--- src/rtl/clock_divider_ctrl_if.sv ---
// Divisor configuration channel: valid/ready transfer of a new divide value.
interface clock_divider_ctrl_if #(
  parameter int unsigned WIDTH = 32
);
  logic [WIDTH-1:0] cfg_m;
  logic             cfg_valid;
  logic             cfg_ready;

  modport master (output cfg_m, output cfg_valid, input cfg_ready);
  modport slave  (input cfg_m, input cfg_valid, output cfg_ready);
endinterface

--- src/rtl/clock_divider_ctrl.sv ---
// Programmable clock divider with glitch-free divisor updates: a new divisor
// is latched through a valid/ready channel and applied only at a full-period boundary.
module clock_divider_ctrl #(
  parameter int unsigned WIDTH     = 32,
  parameter int unsigned DEFAULT_M = 2499
) (
  input  logic             basys_clock,
  input  logic             reset,
  input  logic             enable,
  clock_divider_ctrl_if.slave cfg,
  output logic [WIDTH-1:0] active_m,
  output logic             desired_clock,
  output logic             tick,
  output logic             cfg_pending
);

  typedef enum logic [1:0] {
    IDLE = 2'd0,
    RUN  = 2'd1,
    PEND = 2'd2
  } state_t;

  state_t           state_q, state_d;
  logic [WIDTH-1:0] count_q, count_d;
  logic [WIDTH-1:0] pending_m_q, pending_m_d;
  logic [WIDTH-1:0] active_m_d;
  logic             desired_clock_d;
  logic             tick_d;
  logic             cfg_pending_d;
  logic             cfg_ready_q, cfg_ready_d;

  logic             transfer;
  logic             at_top;
  logic [WIDTH-1:0] step_count;
  logic             step_clock;
  logic             step_tick;

  assign cfg.cfg_ready = cfg_ready_q;
  assign transfer      = cfg.cfg_valid && cfg_ready_q;
  assign at_top        = (count_q == active_m);

  // One counting step of the divider; count never passes active_m, so no wrap.
  always_comb begin
    step_count = count_q + WIDTH'(1);
    step_clock = desired_clock;
    step_tick  = 1'b0;
    if (at_top) begin
      step_count = '0;
      step_clock = !desired_clock;
      step_tick  = !desired_clock;
    end
  end

  always_comb begin
    state_d         = state_q;
    count_d         = count_q;
    desired_clock_d = desired_clock;
    tick_d          = 1'b0;
    active_m_d      = active_m;
    pending_m_d     = pending_m_q;
    cfg_pending_d   = cfg_pending;

    unique case (state_q)
      IDLE: begin
        count_d         = '0;
        desired_clock_d = 1'b0;
        if (cfg_pending) begin
          // Divisor accepted while idle takes effect one cycle later
          active_m_d    = pending_m_q;
          cfg_pending_d = 1'b0;
          state_d       = enable ? RUN : IDLE;
        end else if (enable) begin
          state_d         = RUN;
          count_d         = step_count;
          desired_clock_d = step_clock;
          tick_d          = step_tick;
        end
      end
      RUN, PEND: begin
        if (!enable) begin
          state_d         = IDLE;
          count_d         = '0;
          desired_clock_d = 1'b0;
          if (cfg_pending) begin
            active_m_d    = pending_m_q;
            cfg_pending_d = 1'b0;
          end
        end else begin
          count_d         = step_count;
          desired_clock_d = step_clock;
          tick_d          = step_tick;
          // Falling toggle closes a full period: safe point to swap divisor
          if (state_q == PEND && at_top && desired_clock) begin
            active_m_d    = pending_m_q;
            cfg_pending_d = 1'b0;
            state_d       = RUN;
          end
        end
      end
      default: begin
        state_d         = IDLE;
        count_d         = '0;
        desired_clock_d = 1'b0;
      end
    endcase

    if (transfer) begin
      pending_m_d   = cfg.cfg_m;
      cfg_pending_d = 1'b1;
      if (enable && state_d == RUN) state_d = PEND;
    end

    cfg_ready_d = !cfg_pending_d;
  end

  always_ff @(posedge basys_clock or posedge reset) begin
    if (reset) begin
      state_q       <= IDLE;
      count_q       <= '0;
      desired_clock <= 1'b0;
      tick          <= 1'b0;
      active_m      <= WIDTH'(DEFAULT_M);
      pending_m_q   <= '0;
      cfg_pending   <= 1'b0;
      cfg_ready_q   <= 1'b1;
    end else begin
      state_q       <= state_d;
      count_q       <= count_d;
      desired_clock <= desired_clock_d;
      tick          <= tick_d;
      active_m      <= active_m_d;
      pending_m_q   <= pending_m_d;
      cfg_pending   <= cfg_pending_d;
      cfg_ready_q   <= cfg_ready_d;
    end
  end

endmodule

--- src/flat_wrapper.sv ---
// flat-port wrapper written by rule: the top's interface ports become plain ports
module clock_divider_ctrl_flat 
#(
  parameter int unsigned WIDTH     = 32,
  parameter int unsigned DEFAULT_M = 2499
)
  (basys_clock, reset, enable, active_m, desired_clock, tick, cfg_pending, cfg_cfg_m, cfg_cfg_valid, cfg_cfg_ready);
  clock_divider_ctrl_if #(.WIDTH(WIDTH)) cfg_i ();
  input  logic basys_clock;
  input  logic reset;
  input  logic enable;
  output logic [WIDTH-1:0] active_m;
  output logic desired_clock;
  output logic tick;
  output logic cfg_pending;
  input wire logic [$bits(cfg_i.cfg_m)-1:0] cfg_cfg_m;
  input wire logic [$bits(cfg_i.cfg_valid)-1:0] cfg_cfg_valid;
  output wire logic [$bits(cfg_i.cfg_ready)-1:0] cfg_cfg_ready;
  assign cfg_i.cfg_m = cfg_cfg_m;
  assign cfg_i.cfg_valid = cfg_cfg_valid;
  assign cfg_cfg_ready = cfg_i.cfg_ready;
  clock_divider_ctrl #(.WIDTH(WIDTH), .DEFAULT_M(DEFAULT_M)) u_core (.basys_clock(basys_clock), .reset(reset), .enable(enable), .cfg(cfg_i), .active_m(active_m), .desired_clock(desired_clock), .tick(tick), .cfg_pending(cfg_pending));
endmodule
--- config.mk ---
export PLATFORM = sky130hd
export DESIGN_NAME = clock_divider_ctrl_flat
export DESIGN_NICKNAME = d
export VERILOG_FILES = /design/src/rtl/clock_divider_ctrl_if.sv /design/src/rtl/clock_divider_ctrl.sv /design/src/flat_wrapper.sv
export SDC_FILE = /design/constraint.sdc
export NUM_CORES = 1
export LEC_CHECK = 0
export ABC_AREA = 1
export CAP_MARGIN = 20
export CORE_MARGIN = 4
export CORE_UTILIZATION = 55
export CTS_CLUSTER_SIZE = 16
export DETAILED_ROUTE_END_ITERATION = 16
export MAX_ROUTING_LAYER = met4
export PLACE_DENSITY_LB_ADDON = 0.2
export SYNTH_ARGS = -nofsm -noshare
export SYNTH_HDL_FRONTEND = slang
export SYNTH_SLANG_ARGS = --single-unit
--- constraint.sdc ---
create_clock -name basys_clock -period 5.75 [get_ports basys_clock]
set_input_delay 1.15 -clock basys_clock [delete_from_list [all_inputs] [get_ports basys_clock]]
set_output_delay 1.15 -clock basys_clock [all_outputs]
set_load 0.05 [all_outputs]
* Word-level counts from Yosys, hierarchy flattened
Cells that the tools add are included.
** Storage, ports and cells
- Bits in registers :: 102
- Logic and storage cells :: 52
- Bits of input ports :: 36
** Cells by class
- Multiplexer cells :: 28
- Add/sub/neg operators :: 1
- Reductions and logical operators :: 10
- Equal/unequal tests :: 5
** Operators with widths (number)
- $mux 32 :: 6
- $pmux 32 s2 :: 2
- $add 32x1->32 const B :: 1
- $eq 32x32->1 :: 1
- $mux 2 :: 6
- $mux 1 :: 10
- $pmux 1 s2 :: 3
- $eq 2x1->1 const B :: 2
- $logic_and 1x1->1 :: 4
- $pmux 2 s2 :: 1
- $ne 3x2->1 const B :: 1
- $eq 2x2->1 const B :: 1
- $logic_not 1->1 :: 2
- $logic_not 2->1 :: 1
- $reduce_and 2->1 :: 1
- $reduce_bool 2->1 :: 1
- $reduce_or 2->1 :: 1

* Logic depth before layout (Yosys ltp)
- Depth in word-level cells :: 10
- Mapped depth :: 14

* Worst setup path after synthesis
No wires, ideal clock.
- Kind :: input to register
- From :: input enable
- To :: register u_core.count_q[30]
- Data arrival time :: 1974 ps
- Setup time :: 64 ps
- Slack :: 3712 ps
- Stages on the path :: 6
- Cell sequence :: inv_2 a211oi_2 nand2_1 buf_2 a21oi_1 o21a_1
** Between the ends
- Longest elaborated chain between the ends :: 3
** RTL lines
- start: declaration :: RTL line flat_wrapper.sv:11 : input logic enable;
- $mux 32 (*) :: RTL line clock_divider_ctrl.sv:72, clock_divider_ctrl.sv:80
- $mux 32 :: RTL line clock_divider_ctrl.sv:67 : if (cfg_pending) begin
- $pmux 32 s2 (*) :: RTL line clock_divider_ctrl.sv:63 : unique case (state_q)
- via u_core.count_d[30] :: RTL line clock_divider_ctrl.sv:24 : logic [WIDTH-1:0] count_q, count_d;
- end signal: assignment :: RTL line clock_divider_ctrl.sv:128 : count_q <= count_d;
- end: declaration :: RTL line clock_divider_ctrl.sv:24
Mark *: on every way through the listed nets, which the timed path passes. The rest lies on a longest branch.
A chain may end at the register's enable or synchronous reset.

* Worst setup path after layout
- From :: register u_core.cfg_pending
- To :: output cfg_pending
** RTL lines
- start: declaration :: RTL line clock_divider_ctrl.sv:14 : output logic cfg_pending
- start signal: assignment :: RTL line clock_divider_ctrl.sv:133 : cfg_pending <= cfg_pending_d;
- end: declaration :: RTL line flat_wrapper.sv:15 : output logic cfg_pending;
No word-level cell between the ends.

==> reports/metrics.yaml <==
status: "completed"
yosysSeqAreaShare_pct: 42.5
drt_iter0_drc: 352
synth_area_leaders: "dfrtp_1 39%, nand2_1 14%, o21ai_0 7.6%, mux2i_1 5.3%, inv_1 4.7%"
hpwl_mm: 10.5
reg2reg_depth: 7
critical_path_class: "reg -> out"
yosys_warnings: 0
ys_ff_latch: 102
initial_utilization_pct: 57.3
worst-slew-pin-transition_ps: 951
ant_nets: 0
grt_overflow: 0
gp_congestion: 0.870
min_period_ps: 3400
grt_pass1_wl_mm: 24.1
htree_levels: 3
synthFlopType: "dfrtp_1"
die_x_um: 113
fp-row-count: 37
avgRoutedWirePerCell_um: 15.1
setup_viol: 0
first_global_vias: 4888
clkTransAtPathRegs_ps: 100
max_stage_delay_ps: 950
cts_hold_buf: 0
min_path_cells: 2
vdd_drop_max_uv: 262
dp_slack_ps: 1930
grt_max_degree: 65
synth_area_um2: 6020
yosys.area.top_type_share_pct: 39.5
crit_buf_inv: 1
relSlewSlack_pct: 36.5
area_growth_pct: 15.6
p_per_area_nw_per_um2: 496
numCtsBuffers: 9
vias: 5153
cts_resized: 0
finish.utilization_pct: 66.3
cellLeakagePower_nw: 3.16
synth_edf_count: 0
fin_setup_tns_ps: 0
n_antenna_cell: 0
synth_commonest_cells: "230 x nand2_1, 95 x dfrtp_1, 91 x o21ai_0"
nets: 862
cts_root_buf: "clkbuf_8"
hold_path_class: "reg -> reg"
design.core.area_um2: 10500
clock_skew_ps: 13.8
num_io_pins: 72
crit_arrival_ps: 2250
clk_path_buf_depth: 2
synth_area_leader_cell: "dfrtp_1"
track_usage_pct: 24.3
clock_latency_ps: 390
syn_nets: 809
viasPerCell: 5.36
setup_slack_ps: 2350
crit_cells: 1
drive_gt1_share_pct: 10.0
antenna_found_initial: 0
postCtsSetupBuffers: 0
hold_viol_final: 0
cts_tree: "done"
syn_area_per_cell_um2: 7.84
cp_data_required_time_ps: 4600
dieArea_um2: 12700
layout_worst_path_cycle_share_pct: 59.1
critPathMaxFanout: 26
drt_wl_total_mm: 14.5
critical_path.top_delay_family: "buffers and inverters"
async_reset_ff_share_pct: 100
drcViolationCount: 0
fmaxAchievable_mhz: 294
fillerInstances: 903
startpoint_type: "flip-flop"
first_pass_iters: 6
rsz0062_at_grt: "false"
portBuffers: 71
crit_chain: "clkdlybuf4s50_1"
cp_slowest_cell: "clkdlybuf4s50_1"
drv_cap: 0
end_kind: "primary output"
synth_cells: 768
whs_ps: 510
cts.sinks: 102
yosysUniqueCellTypes: 42
synth_most_common_cell: "nand2_1"
drv_slew: 0
chipHeight_um: 113
==> cell usage in the layout, fill, tap and decap left out, types with 4 or more instances in the layout <==
| master | instances |
|---|---|
| nand3_1 | 7 |
| nand2_2 | 5 |
| nand4_1 | 7 |
| ha_1 | 5 |
| mux2i_1 | 32 |
| nor3_1 | 22 |
| xnor2_1 | 23 |
| clkdlybuf4s50_1 | 71 |
| xor2_1 | 8 |
| a31oi_1 | 4 |
| inv_2 | 7 |
| inv_1 | 75 |
| dfstp_2 | 7 |
| o21ai_1 | 8 |
| o21ai_0 | 91 |
| clkbuf_8 | 10 |
| nor2_2 | 5 |
| nor2_1 | 47 |
| a21oi_1 | 8 |
| dfrtp_1 | 95 |
| o21ai_2 | 22 |
| nand2_1 | 230 |
==> worst reg2reg max path, delay by kind of cell, from the launching register on <==
| kind | cells | cell delay [ps] |
|---|---|---|
| compound gates | 1 | 230 |
| fa+ha+maj | 1 | 270 |
| buf+inv | 3 | 1060 |
| flops | 1 | 400 |
| simple gates | 2 | 590 |
==> report_power, final <==
| group | leakage, nW | switching (W) | internal, W |
|---|---|---|---|
| logic | 1.76 | 0.00117 | 0.000683 |
| clock network | 0.0832 | 0.000260 | 0.000172 |
| registers | 1.31 | 0.000230 | 0.000942 |
==> per-stage QoR <==
| stage | power, W | area [µm²] | cells |
|---|---|---|---|
| floorplan | 0.00254 | 6020 | 768 |
| global placement | 0.00295 | 6740 | 944 |
| detailed placement | 0.00300 | 6740 | 944 |
| CTS | 0.00344 | 6920 | 960 |
| global route | 0.00370 | 6960 | 962 |
| finish | 0.00346 | 6960 | 962 |
==> kinds of logic (layout without fill, tap and decap cells) <==
family	count (synthesis)	count (layout)	synth area share, %
and+or+nand+nor	341	341	24.8
AOI/OAI and AO/OA	138	138	13.2
buffers and inverters	118	176	8.35
DFF	102	102	42.5
xor gates and xnor gates	32	32	4.78
muxes	32	32	5.32
adders and majority gates	5	5	1.04
==> registers in the layout (all words and copies together), names as in the netlist <==
name	cells
u_core.count_q	32
u_core.active_m	32
u_core.cfg.cfg_ready	1
u_core.cfg_pending	1
u_core.state_q	2
u_core.desired_clock	1
u_core.tick	1
u_core.pending_m_q	32
==> final timing paths <==
check | from | to | slack, ps
setup / recovery | u_core.cfg_pending | cfg_pending | 2350
hold / removal | u_core.active_m[1] | u_core.active_m[1] | 510
setup reg to reg | u_core.state_q[0] | u_core.count_q[29] | 3090
hold reg to reg | u_core.active_m[1] | u_core.active_m[1] | 510
max in group asynchronous | reset | u_core.pending_m_q[4] | 3450
min in group asynchronous | reset | u_core.count_q[31] | 1220
==> metal layers <==
metal / track usage, % / vias up / part of all wire (%)
met5: - / - / 0
met4: 6.25 / 0 / 1.0
met3: 5.34 / 15 / 5.5
met2: 36.8 / 150 / 46
met1: 33.3 / 2426 / 47
li1: - / 2562 / -
==> final cells by class <==
class                   instances  area (µm²)  area share (%)
well taps                     136         170            2.44
inverters                      84         318            4.56
multi-input cells             548        2960            42.5
repair buffers                 76         776            11.1
clock inverters                 4        32.5           0.467
clock buffers                  12         145            2.08
flip-flops and latches        102        2560            36.8
Note: power is estimated with default switching activity, not from simulation.
==> RTL edit: new RTL, config.mk and constraints unchanged <==
`WIDTH` is set to 32 in 3 places; all go to 64.
--- a/src/rtl/clock_divider_ctrl_if.sv
+++ b/src/rtl/clock_divider_ctrl_if.sv
@@ -2,3 +2,3 @@
 interface clock_divider_ctrl_if #(
-  parameter int unsigned WIDTH = 32
+  parameter int unsigned WIDTH = 64
 );
--- a/src/rtl/clock_divider_ctrl.sv
+++ b/src/rtl/clock_divider_ctrl.sv
@@ -3,3 +3,3 @@
 module clock_divider_ctrl #(
-  parameter int unsigned WIDTH     = 32,
+  parameter int unsigned WIDTH     = 64,
   parameter int unsigned DEFAULT_M = 2499
--- a/src/flat_wrapper.sv
+++ b/src/flat_wrapper.sv
@@ -3,3 +3,3 @@
 #(
-  parameter int unsigned WIDTH     = 32,
+  parameter int unsigned WIDTH     = 64,
   parameter int unsigned DEFAULT_M = 2499
Interface: changed (resized active_m and cfg_cfg_m); port bits go from 72 to 136. No check against the original RTL was run, so the function may have changed too.
==> RTL edit against the original RTL <==
- cell area grew 110%
- count of clock-buffer cells in the layout increased by 6
- sequential power rose by 97%
- sequential share of layout area is 2.0 points lower
- hold slack improved by 0.0048 ns
- non-clock buffer count increased by 69
- wire length increased by 100%
- sequential cell count increased by 96
- area after synthesis is 100% higher
- total power rose by 110%
- setup slack worse by 0.18 ns
- critical path type is now input port to flip-flop
- critical endpoint is now u_core.count_q[43]
- largest cell class unchanged
- largest power group unchanged
- highest routed layer unchanged
==> RTL edit: results (changes against the original RTL) <==
* Biggest regs: u_core.active_m x64, u_core.count_q x64, u_core.pending_m_q x64 (was u_core.active_m x32, u_core.count_q x32, u_core.pending_m_q x32)
* GR Layer Usage met2 at 39.62% (was 36.77%)
* Final cell count without fillers at 1996 (was 962)
* Initial drt markers at 779 (was 352)
* Max incr delay on CP at 0.98 ns (was 0.95 ns)
* Sequential fraction of the synthesis area at 40.63% (was 42.51%)
* Worst-skew pair later-pin latency at 0.44 ns (was 0.39 ns)
* HPWL after DPL at 21180 um (was 10500 um)
* Run status: complete, no violations (unchanged)
* GRT Util Overall at 25.29% (was 24.28%)
* Initial antenna violation count at 0 (unchanged)
* Max Fanout on Critical Path at 63 (was 26)
* Number of global-route vias before repair at 10030 (was 4888)
* IO Port Bufs at 135 (was 71)
* Synth unique cells at 44 (was 42)
* Root buf cell: clkbuf_16 (was clkbuf_8)
* DR pass1 iterations at 6 (unchanged)
* Gpl congestion at 0.9022 (was 0.8697)
* # nets final at 1776 (was 862)
* Mapped Cells at 1607 (was 768)
* Met3 Usage GRT at 3.739% (was 5.337%)
* Clk_skew at 0.01462 ns (was 0.01375 ns)
* Synth area leaders: dfrtp_1 (39%), nand2_1 (16%), mux2i_1 (5.2%) (was dfrtp_1 (39%), nand2_1 (14%), o21ai_0 (7.6%))
* Vias per inst at 5.305 (was 5.357)
* Layout cells sized above 1 at 10.96% (was 10.05%)
* Routed WL at 29740 um (was 14530 um)
* H-tree levels at 4 (was 3)
* Largest net degree at the start of global routing at 132 (was 65)
* P_leak at 6.537 nW (was 3.158 nW)
* Syn_nets at 1680 (was 809)
* Met1 Use GR at 35.51% (was 33.29%)
[RTL edit: final timing paths]
path	from	end	slack, ns	cells past startpoint
max in group asynchronous	reset	u_core.count_q[45]	3.41	3
min reg2reg	u_core.active_m[6]	u_core.active_m[6]	0.51	2
max	enable	u_core.count_q[43]	2.18	7
max reg2reg	u_core.cfg_pending	u_core.count_q[43]	2.91	8
min in group asynchronous	reset	u_core.active_m[5]	1.19	2
min	u_core.active_m[6]	u_core.active_m[6]	0.51	2
[RTL edit: report_power, final]
group          internal, mW  total [mW]  switching [mW]
clock                 0.654        1.24           0.583
sequential             1.85        2.31           0.461
combinational          1.47        3.85            2.37
total                  3.97        7.39            3.42
[RTL edit: kinds of logic after synthesis]
logic type,after synthesis,synth area share [%]
AND/OR/NAND/NOR,807,27.34
buffers and inverters,232,8.061
flip-flops,198,40.63
AO/OA/AOI/OAI,196,9.823
multiplexers,106,9.116
XOR/XNOR,63,4.517
adder cells (fa/ha/maj),5,0.5121
[RTL edit: layout make-up]
type / count / area (sq um)
Clock buffer: 18 / 429.2
Fill cell: 1947 / 7537
Timing Repair Buffer: 145 / 1471
Inverter: 164 / 620.6
Tap cell: 280 / 350.3
Clock inverter: 14 / 167.7
Multi-Input combinational cell: 1177 / 6282
Sequential cell: 198 / 4965
[RTL edit: per-stage QoR]
step	hold WS (ns)	total power, mW	setup WS [ns]
2_1_floorplan	0.4819	5.249	2.045
3_3_place_gp	0.4866	6.040	1.806
3_5_place_dp	0.5038	6.176	1.728
4_1_cts	0.5163	7.420	2.180
5_1_grt	0.5254	7.923	1.960
6_report	0.5146	7.391	2.175
[RTL edit: routing by layer]
layer	wire [um]	vias up	share of wire, %
met5	0	-	0
met4	335	0	1.1
met3	1629	33	5.5
met2	13860	242	47
met1	13910	5004	47
li1	-	5310	-
